`config.mk`:
```
export PLATFORM = sky130hd
export DESIGN_NAME = mem_access_unit
export DESIGN_NICKNAME = d
export VERILOG_FILES = /design/src/rtl/mem_access_unit_pkg.sv /design/src/rtl/mem_lane_align.sv /design/src/rtl/mem_access_unit.sv
export SDC_FILE = /design/constraint.sdc
export NUM_CORES = 1
export LEC_CHECK = 0
export ABC_AREA = 1
export BUFFER_PORTS_ARGS = -buffer_cell sky130_fd_sc_hd__buf_2
export CORE_AREA = 2 2 141 102
export DETAILED_ROUTE_END_ITERATION = 8
export DIE_AREA = 0 0 143 104
export GPL_ROUTABILITY_DRIVEN = 0
export GPL_TIMING_DRIVEN = 0
export PLACE_DENSITY = 0.86
export SKIP_CTS_REPAIR_TIMING = 1
export SYNTH_ARGS = -nofsm -noshare
export SYNTH_HDL_FRONTEND = slang
export SYNTH_SLANG_ARGS = --single-unit
export TNS_END_PERCENT = 10
```
`constraint.sdc`:
```
create_clock -name clk -period 11.4 [get_ports clk]
set_input_delay 1.14 -clock clk [delete_from_list [all_inputs] [get_ports clk]]
set_output_delay 1.14 -clock clk [all_outputs]
set_load 0.01 [all_outputs]
```
`src/rtl/mem_access_unit_pkg.sv`:
```
// Shared encodings for the MEM-stage memory access unit.
// Size codes, FSM states and the default bus timeout.
package mem_access_unit_pkg;

    localparam logic [1:0] SZ_BYTE = 2'b00;
    localparam logic [1:0] SZ_HALF = 2'b01;
    localparam logic [1:0] SZ_WORD = 2'b10;

    localparam int DEFAULT_TIMEOUT = 16;

    typedef enum logic [1:0] {
        IDLE,
        REQ,
        RESP
    } state_e;

endpackage

```
`src/rtl/mem_lane_align.sv`:
```
// Byte-lane steering between a 32-bit data bus and sized accesses.
// Produces byte enables, store replication, misalign flag and load extension.
module mem_lane_align
    import mem_access_unit_pkg::*;
(
    input  logic [1:0]  addr_lo,
    input  logic [1:0]  size,
    input  logic        sign_ext,
    input  logic [31:0] wdata_in,
    input  logic [31:0] rdata_in,
    output logic [3:0]  be,
    output logic [31:0] wdata_out,
    output logic        misalign,
    output logic [31:0] rdata_out
);

    logic [15:0] lane;

    always_comb begin
        be        = 4'b1111;
        wdata_out = wdata_in;
        misalign  = 1'b0;
        rdata_out = rdata_in;
        // Selected lane sits at the bottom after shifting by the byte offset
        lane      = 16'(rdata_in >> {addr_lo, 3'b000});
        unique case (size)
            SZ_BYTE: begin
                be        = 4'b0001 << addr_lo;
                wdata_out = {4{wdata_in[7:0]}};
                rdata_out = {{24{sign_ext & lane[7]}}, lane[7:0]};
            end
            SZ_HALF: begin
                be        = 4'b0011 << addr_lo;
                wdata_out = {2{wdata_in[15:0]}};
                misalign  = addr_lo[0];
                rdata_out = {{16{sign_ext & lane[15]}}, lane[15:0]};
            end
            default: begin
                be        = 4'b1111;
                wdata_out = wdata_in;
                misalign  = |addr_lo;
                rdata_out = rdata_in;
            end
        endcase
    end

endmodule

```
`src/rtl/mem_access_unit.sv`:
```
// MEM stage: drives loads/stores onto a req/gnt/rvalid bus and
// registers the MEM/WB result, stalling upstream while busy.
module mem_access_unit
    import mem_access_unit_pkg::*;
#(
    parameter int TIMEOUT = DEFAULT_TIMEOUT,
    parameter int REG_W   = 5
) (
    input  logic             clk,
    input  logic             reset,
    input  logic             in_valid,
    input  logic [31:0]      in_aluout,
    input  logic [31:0]      in_wdata,
    input  logic [REG_W-1:0] in_writereg,
    input  logic             in_regwrite,
    input  logic             in_memread,
    input  logic             in_memwrite,
    input  logic [1:0]       in_size,
    input  logic             in_signed,
    output logic             in_ready,
    output logic             stall,
    output logic             mem_req,
    output logic             mem_we,
    output logic [31:0]      mem_addr,
    output logic [3:0]       mem_be,
    output logic [31:0]      mem_wdata,
    input  logic             mem_gnt,
    input  logic             mem_rvalid,
    input  logic [31:0]      mem_rdata,
    output logic             wb_valid,
    output logic [31:0]      wb_result,
    output logic [REG_W-1:0] wb_writereg,
    output logic             wb_regwrite,
    output logic             misalign_exc,
    output logic             bus_err
);

    localparam int CW = (TIMEOUT > 2) ? $clog2(TIMEOUT) : 1;
    localparam logic [CW-1:0] CNT_LAST = CW'(TIMEOUT - 1);

    state_e state_q, state_d;
    logic [CW-1:0] cnt_q, cnt_d;

    logic [31:0]      addr_q, addr_d;
    logic [1:0]       size_q, size_d;
    logic             sign_q, sign_d;
    logic [REG_W-1:0] wreg_q, wreg_d;
    logic             rw_q, rw_d;

    logic        mem_req_q, mem_req_d;
    logic        mem_we_q, mem_we_d;
    logic [31:0] mem_addr_q, mem_addr_d;
    logic [3:0]  mem_be_q, mem_be_d;
    logic [31:0] mem_wdata_q, mem_wdata_d;

    logic             wb_valid_q, wb_valid_d;
    logic [31:0]      wb_result_q, wb_result_d;
    logic [REG_W-1:0] wb_writereg_q, wb_writereg_d;
    logic             wb_regwrite_q, wb_regwrite_d;
    logic             misal_q, misal_d;
    logic             berr_q, berr_d;

    logic [1:0]  al_addr;
    logic [1:0]  al_size;
    logic        al_sign;
    logic [3:0]  al_be;
    logic [31:0] al_wdata;
    logic        al_misalign;
    logic [31:0] al_rdata;

    logic is_mem;
    logic timeout_hit;

    // Incoming slot drives the aligner in IDLE; the captured one otherwise
    assign al_addr = (state_q == IDLE) ? in_aluout[1:0] : addr_q[1:0];
    assign al_size = (state_q == IDLE) ? in_size : size_q;
    assign al_sign = (state_q == IDLE) ? in_signed : sign_q;

    mem_lane_align u_align (
        .addr_lo   (al_addr),
        .size      (al_size),
        .sign_ext  (al_sign),
        .wdata_in  (in_wdata),
        .rdata_in  (mem_rdata),
        .be        (al_be),
        .wdata_out (al_wdata),
        .misalign  (al_misalign),
        .rdata_out (al_rdata)
    );

    assign is_mem      = in_memread | in_memwrite;
    assign timeout_hit = (cnt_q == CNT_LAST);

    always_comb begin
        state_d       = state_q;
        cnt_d         = cnt_q;
        addr_d        = addr_q;
        size_d        = size_q;
        sign_d        = sign_q;
        wreg_d        = wreg_q;
        rw_d          = rw_q;
        mem_req_d     = mem_req_q;
        mem_we_d      = mem_we_q;
        mem_addr_d    = mem_addr_q;
        mem_be_d      = mem_be_q;
        mem_wdata_d   = mem_wdata_q;
        wb_valid_d    = 1'b0;
        misal_d       = 1'b0;
        berr_d        = 1'b0;
        wb_result_d   = wb_result_q;
        wb_writereg_d = wb_writereg_q;
        wb_regwrite_d = wb_regwrite_q;

        unique case (state_q)
            IDLE: begin
                if (in_valid) begin
                    if (!is_mem) begin
                        wb_valid_d    = 1'b1;
                        wb_result_d   = in_aluout;
                        wb_writereg_d = in_writereg;
                        wb_regwrite_d = in_regwrite;
                    end else if (al_misalign) begin
                        wb_valid_d    = 1'b1;
                        misal_d       = 1'b1;
                        wb_result_d   = in_aluout;
                        wb_writereg_d = in_writereg;
                        wb_regwrite_d = 1'b0;
                    end else begin
                        addr_d      = in_aluout;
                        size_d      = in_size;
                        sign_d      = in_signed;
                        wreg_d      = in_writereg;
                        rw_d        = in_regwrite;
                        mem_req_d   = 1'b1;
                        mem_we_d    = in_memwrite;
                        mem_addr_d  = {in_aluout[31:2], 2'b00};
                        mem_be_d    = al_be;
                        mem_wdata_d = al_wdata;
                        cnt_d       = '0;
                        state_d     = REQ;
                    end
                end
            end
            REQ: begin
                if (mem_gnt) begin
                    mem_req_d = 1'b0;
                    cnt_d     = '0;
                    if (mem_we_q) begin
                        wb_valid_d    = 1'b1;
                        wb_result_d   = addr_q;
                        wb_writereg_d = wreg_q;
                        wb_regwrite_d = 1'b0;
                        state_d       = IDLE;
                    end else begin
                        state_d = RESP;
                    end
                end else if (timeout_hit) begin
                    mem_req_d     = 1'b0;
                    wb_valid_d    = 1'b1;
                    berr_d        = 1'b1;
                    wb_result_d   = addr_q;
                    wb_writereg_d = wreg_q;
                    wb_regwrite_d = 1'b0;
                    state_d       = IDLE;
                end else begin
                    cnt_d = cnt_q + 1'b1;
                end
            end
            RESP: begin
                if (mem_rvalid) begin
                    wb_valid_d    = 1'b1;
                    wb_result_d   = al_rdata;
                    wb_writereg_d = wreg_q;
                    wb_regwrite_d = rw_q;
                    state_d       = IDLE;
                end else if (timeout_hit) begin
                    wb_valid_d    = 1'b1;
                    berr_d        = 1'b1;
                    wb_result_d   = addr_q;
                    wb_writereg_d = wreg_q;
                    wb_regwrite_d = 1'b0;
                    state_d       = IDLE;
                end else begin
                    cnt_d = cnt_q + 1'b1;
                end
            end
            default: begin
                state_d = IDLE;
            end
        endcase
    end

    always_ff @(posedge clk or posedge reset) begin
        if (reset) begin
            state_q       <= IDLE;
            cnt_q         <= '0;
            addr_q        <= '0;
            size_q        <= '0;
            sign_q        <= 1'b0;
            wreg_q        <= '0;
            rw_q          <= 1'b0;
            mem_req_q     <= 1'b0;
            mem_we_q      <= 1'b0;
            mem_addr_q    <= '0;
            mem_be_q      <= '0;
            mem_wdata_q   <= '0;
            wb_valid_q    <= 1'b0;
            wb_result_q   <= '0;
            wb_writereg_q <= '0;
            wb_regwrite_q <= 1'b0;
            misal_q       <= 1'b0;
            berr_q        <= 1'b0;
        end else begin
            state_q       <= state_d;
            cnt_q         <= cnt_d;
            addr_q        <= addr_d;
            size_q        <= size_d;
            sign_q        <= sign_d;
            wreg_q        <= wreg_d;
            rw_q          <= rw_d;
            mem_req_q     <= mem_req_d;
            mem_we_q      <= mem_we_d;
            mem_addr_q    <= mem_addr_d;
            mem_be_q      <= mem_be_d;
            mem_wdata_q   <= mem_wdata_d;
            wb_valid_q    <= wb_valid_d;
            wb_result_q   <= wb_result_d;
            wb_writereg_q <= wb_writereg_d;
            wb_regwrite_q <= wb_regwrite_d;
            misal_q       <= misal_d;
            berr_q        <= berr_d;
        end
    end

    assign in_ready     = (state_q == IDLE);
    assign stall        = ~in_ready;
    assign mem_req      = mem_req_q;
    assign mem_we       = mem_we_q;
    assign mem_addr     = mem_addr_q;
    assign mem_be       = mem_be_q;
    assign mem_wdata    = mem_wdata_q;
    assign wb_valid     = wb_valid_q;
    assign wb_result    = wb_result_q;
    assign wb_writereg  = wb_writereg_q;
    assign wb_regwrite  = wb_regwrite_q;
    assign misalign_exc = misal_q;
    assign bus_err      = berr_q;

endmodule

```
Yosys cells after proc, flatten, opt, wreduce, memory -nomap -nowiden
Index checks and enable logic that the tools add are counted.
{"block": "totals", "ram_bits": 0, "memories": 0, "input_bits": 112, "output_inout_bits": 113, "latch_bits": 0, "reg_bits": 156, "romBits": 0}
{"block": "classes", "n_lt_le_gt_ge": 0, "div_mod_pow": 0, "bitwise": 5, "n_mul": 0, "add_sub_neg": 1, "muxes": 66, "n_reduce_logical": 10, "shift": 3, "n_eq_ne": 11}
{"cell": "2-to-1 mux 32 bit", "count": 7}
{"cell": "case mux 32 bit (2 select lines)", "count": 2}
{"cell": "case mux 32 bit (3 select lines)", "count": 1}
{"cell": "2-to-1 mux 5 bit", "count": 7}
{"cell": ">> shifter 32 x 5 -> 16 bit", "count": 1}
{"cell": "2-to-1 mux 1 bit", "count": 25}
{"cell": "2-to-1 mux 4 bit", "count": 6}
{"cell": "2-to-1 mux 2 bit", "count": 9}
{"cell": "case mux 5 bit (3 select lines)", "count": 1}
{"cell": "case mux 4 bit (3 select lines)", "count": 1}
{"cell": "AND reduction 5 bit", "count": 2}
{"cell": "!= test 3 bit, second input constant", "count": 3}
{"cell": "case mux 4 bit (2 select lines)", "count": 1}
{"cell": "AND reduction 4 bit", "count": 2}
{"cell": "!= test 2 bit, second input constant", "count": 3}
{"cell": "case mux 1 bit (2 select lines)", "count": 3}
{"cell": "case mux 1 bit (3 select lines)", "count": 2}
{"cell": "case mux 2 bit (3 select lines)", "count": 1}
{"cell": "adder 4 x 1 -> 4 bit, second input constant", "count": 1}
{"cell": "equality test 2 x 1 -> 1 bit, second input constant", "count": 2}
{"cell": "equality test 4 bit, second input constant", "count": 1}
{"cell": "zero test 2 bit", "count": 2}
{"cell": "left shift 1 x 2 -> 4 bit, first input constant", "count": 1}
{"cell": "left shift 2 x 2 -> 4 bit, first input constant", "count": 1}
{"cell": "9 further kinds", "count": 11}

Logic depth before layout (Yosys ltp)
{"block": "logic_depth", "word_depth": 8, "mapped_depth": 16, "mapped_depth_nobuf": 15}

Modules after synthesis
Synthesis repeated with hierarchy kept, for this count alone.
{"block": "hier_totals", "cells_unflattened": 1217, "area_unflattened_um2": 7881.3}
{"mod": "mem_access_unit", "seq_area_each_um2": 3153.0, "cells_per_inst": 961, "n_inst": 1, "area_each_um2": 6661.4}
{"mod": "mem_lane_align", "seq_area_each_um2": 0.0, "cells_per_inst": 256, "n_inst": 1, "area_each_um2": 1219.9}

Worst setup path after synthesis
Ideal clock, no wire load.
{"block": "synth_timing", "path_type": "in2reg", "from": "in in_aluout[1]", "to": "reg wb_result_q[16] (netlist: wb_result[16])", "cell_stages": 12, "n_path_buf": 1, "t_arrival_ns": 2.175, "path_slack_ns": 9.109, "path_cell_list": "inv_1 o21ai_2 nand3_1 nand2_1 nand2_1 nand2_4 nand2_4 buf_6 nand2_1 nand2_1 nand2_1 nand2_1"}
{"block": "synth_via", "elab_chain_cells": 6}
{"element": "start: declaration", "line": "mem_access_unit.sv:12", "source": "input logic [31:0] in_aluout,"}
{"element": "2-to-1 mux 2 bit *", "line": "mem_access_unit.sv:75", "source": "assign al_addr = (state_q == IDLE) ? in_aluout[1:0] : addr_q[1:0];"}
{"element": ">> shifter 32 x 5 -> 16 bit", "line": "mem_lane_align.sv:25", "source": "lane = 16'(rdata_in >> {addr_lo, 3'b000});"}
{"element": "bitwise AND 1 bit, on equally long branches", "line": "mem_lane_align.sv:36, mem_lane_align.sv:30"}
{"element": "case mux 32 bit (2 select lines)", "line": "mem_lane_align.sv:26", "source": "unique case (size)"}
{"element": "2-to-1 mux 32 bit", "line": "mem_access_unit.sv:170", "source": "if (mem_rvalid) begin"}
{"element": "case mux 32 bit (3 select lines)", "line": "mem_access_unit.sv:114", "source": "unique case (state_q)"}
{"element": "end signal: assignment", "line": "mem_access_unit.sv:227", "source": "wb_result_q <= wb_result_d;"}
{"element": "end: declaration", "line": "mem_access_unit.sv:57", "source": "logic [31:0] wb_result_q, wb_result_d;"}
Every way passes the cells marked *; elsewhere a longest branch is shown, timed or not.
A chain may end at the register's enable or synchronous reset.

Worst setup path in the final report
{"block": "layout_timing", "from": "reg state_q[1]", "to": "out stall"}
{"block": "layout_via", "elab_chain_cells": 2}
{"element": "start: declaration", "line": "mem_access_unit.sv:41", "source": "state_e state_q, state_d;"}
{"element": "start signal: assignment", "line": "mem_access_unit.sv:214", "source": "state_q <= state_d;"}
{"element": "zero test 2 bit", "line": "mem_access_unit.sv:235", "source": "assign in_ready = (state_q == IDLE);"}
{"element": "NOT 1 bit", "line": "mem_access_unit.sv:236", "source": "assign stall = ~in_ready;"}
{"element": "end: declaration", "line": "mem_access_unit.sv:21", "source": "output logic stall,"}
Every way passes these cells.

==> run_results.csv <==
group,metric,value,unit
placement,hpwl,18.9,mm
yosys,synthAdderAreaFrac,0.829,%
clocking,tritoncts,"built",
yosys,synth_top_family_by_area,"simple AND/OR/NAND/NOR gates",
route,viasPerCell,5.53,
yosys,synthMuxAreaShare,0,%
sta,period_minus_slack,2.80,ns
grt,overflow,0,
finish,mostFrequentLayoutCells,"nand2_1 (489), buf_2 (250), dfrtp_1 (126)",
finish,fillers,1118,
floorplan,io_pins,225,
critical_path,critPathArrivalTime,1.66,ns
sta,fmax,358,MHz
route,wl,25.4,mm
critical_path,crit_type,"flop to output port",
yosys,synthXorXnorAreaFrac,0.232,%
critical_path,crit_start,"state_q[1]$_DFFE_PP0P_",
yosys,syn_area,7540,um2
clocking,numCtsBuffers,17,
placement,io_buffers,222,
floorplan,die_area,14900,um2
route,wl_per_cell,16.3,um
critical_path,r2r-start,"state_q[0]$_DFFE_PP0P_",
sta,clock_skew,0.00644,ns
finish,area_growth_syn_to_layout,26.5,%
finish,multi_input_area,3600,um2
route,drcViolationCount,0,
power,p_per_area,307,nW/um2
grt,grt_max_degree,82,
placement,dp_cells,1524,
grt,grt_pass1_vias,8012,
critical_path,crit_fanout,7,
sta,relSlewSlack,46.2,%
min_path,hp-class,"flop to flop",
sta,rsz0062_at_grt,"false",
finish,layout.cells.non_filler,1558,
critical_path,start_kind,"flop",
yosys,yosysSeqAreaShare,41.8,%
sta,slew_violations,0,
min_path,hp-start,"mem_wdata[14]$_DFFE_PP0P_",
floorplan,die_y,104,um
clocking,cts_root_buf,"clkbuf_16",
yosys,syn_inst,1110,
power,p_leak,5.30,nW
finish,seqCellArea,3150,um2
sta,setup-tns-final,0,ns
floorplan,start_util,55.6,%
route,vias,8610,
clocking,clkTransAtPathRegs,0.06,ns
floorplan,rows,36,
grt,grt_usage,34.1,%
grt,grt_pass1_wl,40.1,mm
route,drtIter0Drc,953,
sta,tightest_slew,0.807,ns
yosys,synth-simple-area-share,35.3,%
yosys,ys_types,33,
clocking,cts_sinks,126,
yosys,synth_seq_cells,126,
yosys,synth.area.top_cells,"dfrtp_1 (42%), nand2_1 (24%), nand3_1 (4.9%)",
route,drt_first_pass_iters,6,
sta,hold-worst-slack,0.469,ns
clocking,clk_latency,0.42,ns
finish,fin_nets,1470,
floorplan,core,13600,um2
clocking,htreeDepth,4,
status,status,"finished, final reports clean",
sta,final-setup-viol-count,0,
power,ir_drop,0.183,mV
yosys,synth_top_area_cell,"dfrtp_1",
grt,antenna_found_initial,1,
floorplan,die_width,143,um
yosys,avgSynthCellArea,6.79,um2
yosys,synth_compound_area_share,11.2,%
clocking,clk_path_buf_depth,2,
job,max_cap_viol_count,0,
sta,finalCritPeriodShare,24.5,%
yosys,yosysWarnings,0,
finish,drive_above_1_share,25.2,%
sta,finalHoldViolations,0,
route,drtAntennaViolNets,0,
finish,layout_commonest_cell,"nand2_1",
critical_path,end_kind,"output port",
yosys,synth_top_area_share,41.8,%
critical_path,critPathRequiredTime,10.26,ns
[sequential cells by signal, summed over array words and instances (netlist names)]
signal,cells
sign_q,1
cnt_q,4
wreg_q,5
wb_valid,1
wb_writereg,5
rw_q,1
mem_wdata,32
wb_result,32
misalign_exc,1
mem_req,1
wb_regwrite,1
addr_q,32
mem_we,1
state_q,2
bus_err,1
size_q,2
mem_be,4
[cell families after synthesis]
family | after synthesis
adders and majority gates | 5
AOI/OAI and AO/OA | 156
xor gates and xnor gates | 2
and+or+nand+nor | 662
DFF | 126
buffers and inverters | 158
other | 1
[power breakdown]
group | internal (mW) | leakage [nW] | switching, mW
Clock | 0.347 | 0.287 | 0.220
Sequential | 0.658 | 1.56 | 0.149
Combinational | 0.558 | 3.45 | 1.00
Total | 1.56 | 5.30 | 1.37
[per-stage QoR]
stage / utilization (%) / power, mW / cell area (um2) / setup WS (ns)
after floorplan: - / 1.80 / 7550 / 6.90
after detailed placement: 65.8 / 2.32 / 8930 / 8.56
final: 70.4 / 2.93 / 9540 / 8.60
after global routing: 70.4 / 3.13 / 9540 / 8.54
after global placement: 65.6 / 2.27 / 8890 / 5.40
after CTS: 70.4 / 2.90 / 9540 / 8.63
[final timing paths]
check / end / slack (ns) / depth (start not counted)
setup / recovery: stall / 8.60 / 4
hold / removal: mem_wdata[14]$_DFFE_PP0P_ / 0.47 / 2
setup reg to reg: mem_be[1]$_DFFE_PP0P_ / 8.76 / 10
hold reg to reg: mem_wdata[14]$_DFFE_PP0P_ / 0.47 / 2
max in group asynchronous: cnt_q[2]$_DFFE_PP0P_ / 9.92 / 3
min in group asynchronous: addr_q[6]$_DFFE_PP0P_ / 0.74 / 2
[routing by layer]
| metal | part of all wire (%) | track usage [%] | vias to the layer above | routed length (um) |
|---|---|---|---|---|
| met5 | 0 | 0 | - | 0 |
| met4 | 3.8 | 13.9 | 0 | 977 |
| met3 | 12 | 8.66 | 100 | 2950 |
| met2 | 43 | 50.4 | 563 | 10900 |
| met1 | 42 | 48.0 | 3980 | 10500 |
| li1 | - | - | 3967 | - |
[Yosys cell counts]
master,number
nand4_1,8
clkinv_1,1
nand3_2,2
buf_4,34
a31oi_1,2
nor3_1,2
o21bai_1,1
dfrtp_1,126
o21ai_4,1
xor2_1,1
or2_2,1
clkbuf_1,22
buf_1,1
o21ai_0,49
nor2_2,1
o21ai_2,2
xnor2_1,1
buf_6,5
nand2_1,489
nor2_4,2
a21oi_1,65
o211ai_1,7
nand2_2,4
nand3_1,74
ha_1,5
inv_1,62
conb_1,1
o21ai_1,19
o21a_1,10
buf_2,28
nand2_4,3
inv_2,5
nor2_1,76
[critical path: stages, from the launching register on]
cell	delay, ns
dfrtp_1	0.43
inv_1	0.10
ha_1	0.37
inv_2	0.15
buf_2	0.18
[layout make-up]
type                            count  area share, %
Multi-Input combinational cell    827           37.7
Sequential cell                   126           33.0
Tap cell                          190           2.49
Clock buffer                       17           4.46
Timing Repair Buffer              223           11.9
Inverter                           68           2.73
Antenna cell                        2         0.0524
Clock inverter                     15           1.95
Buffer                             90           5.64
Power figures use the tool's default switching activity.
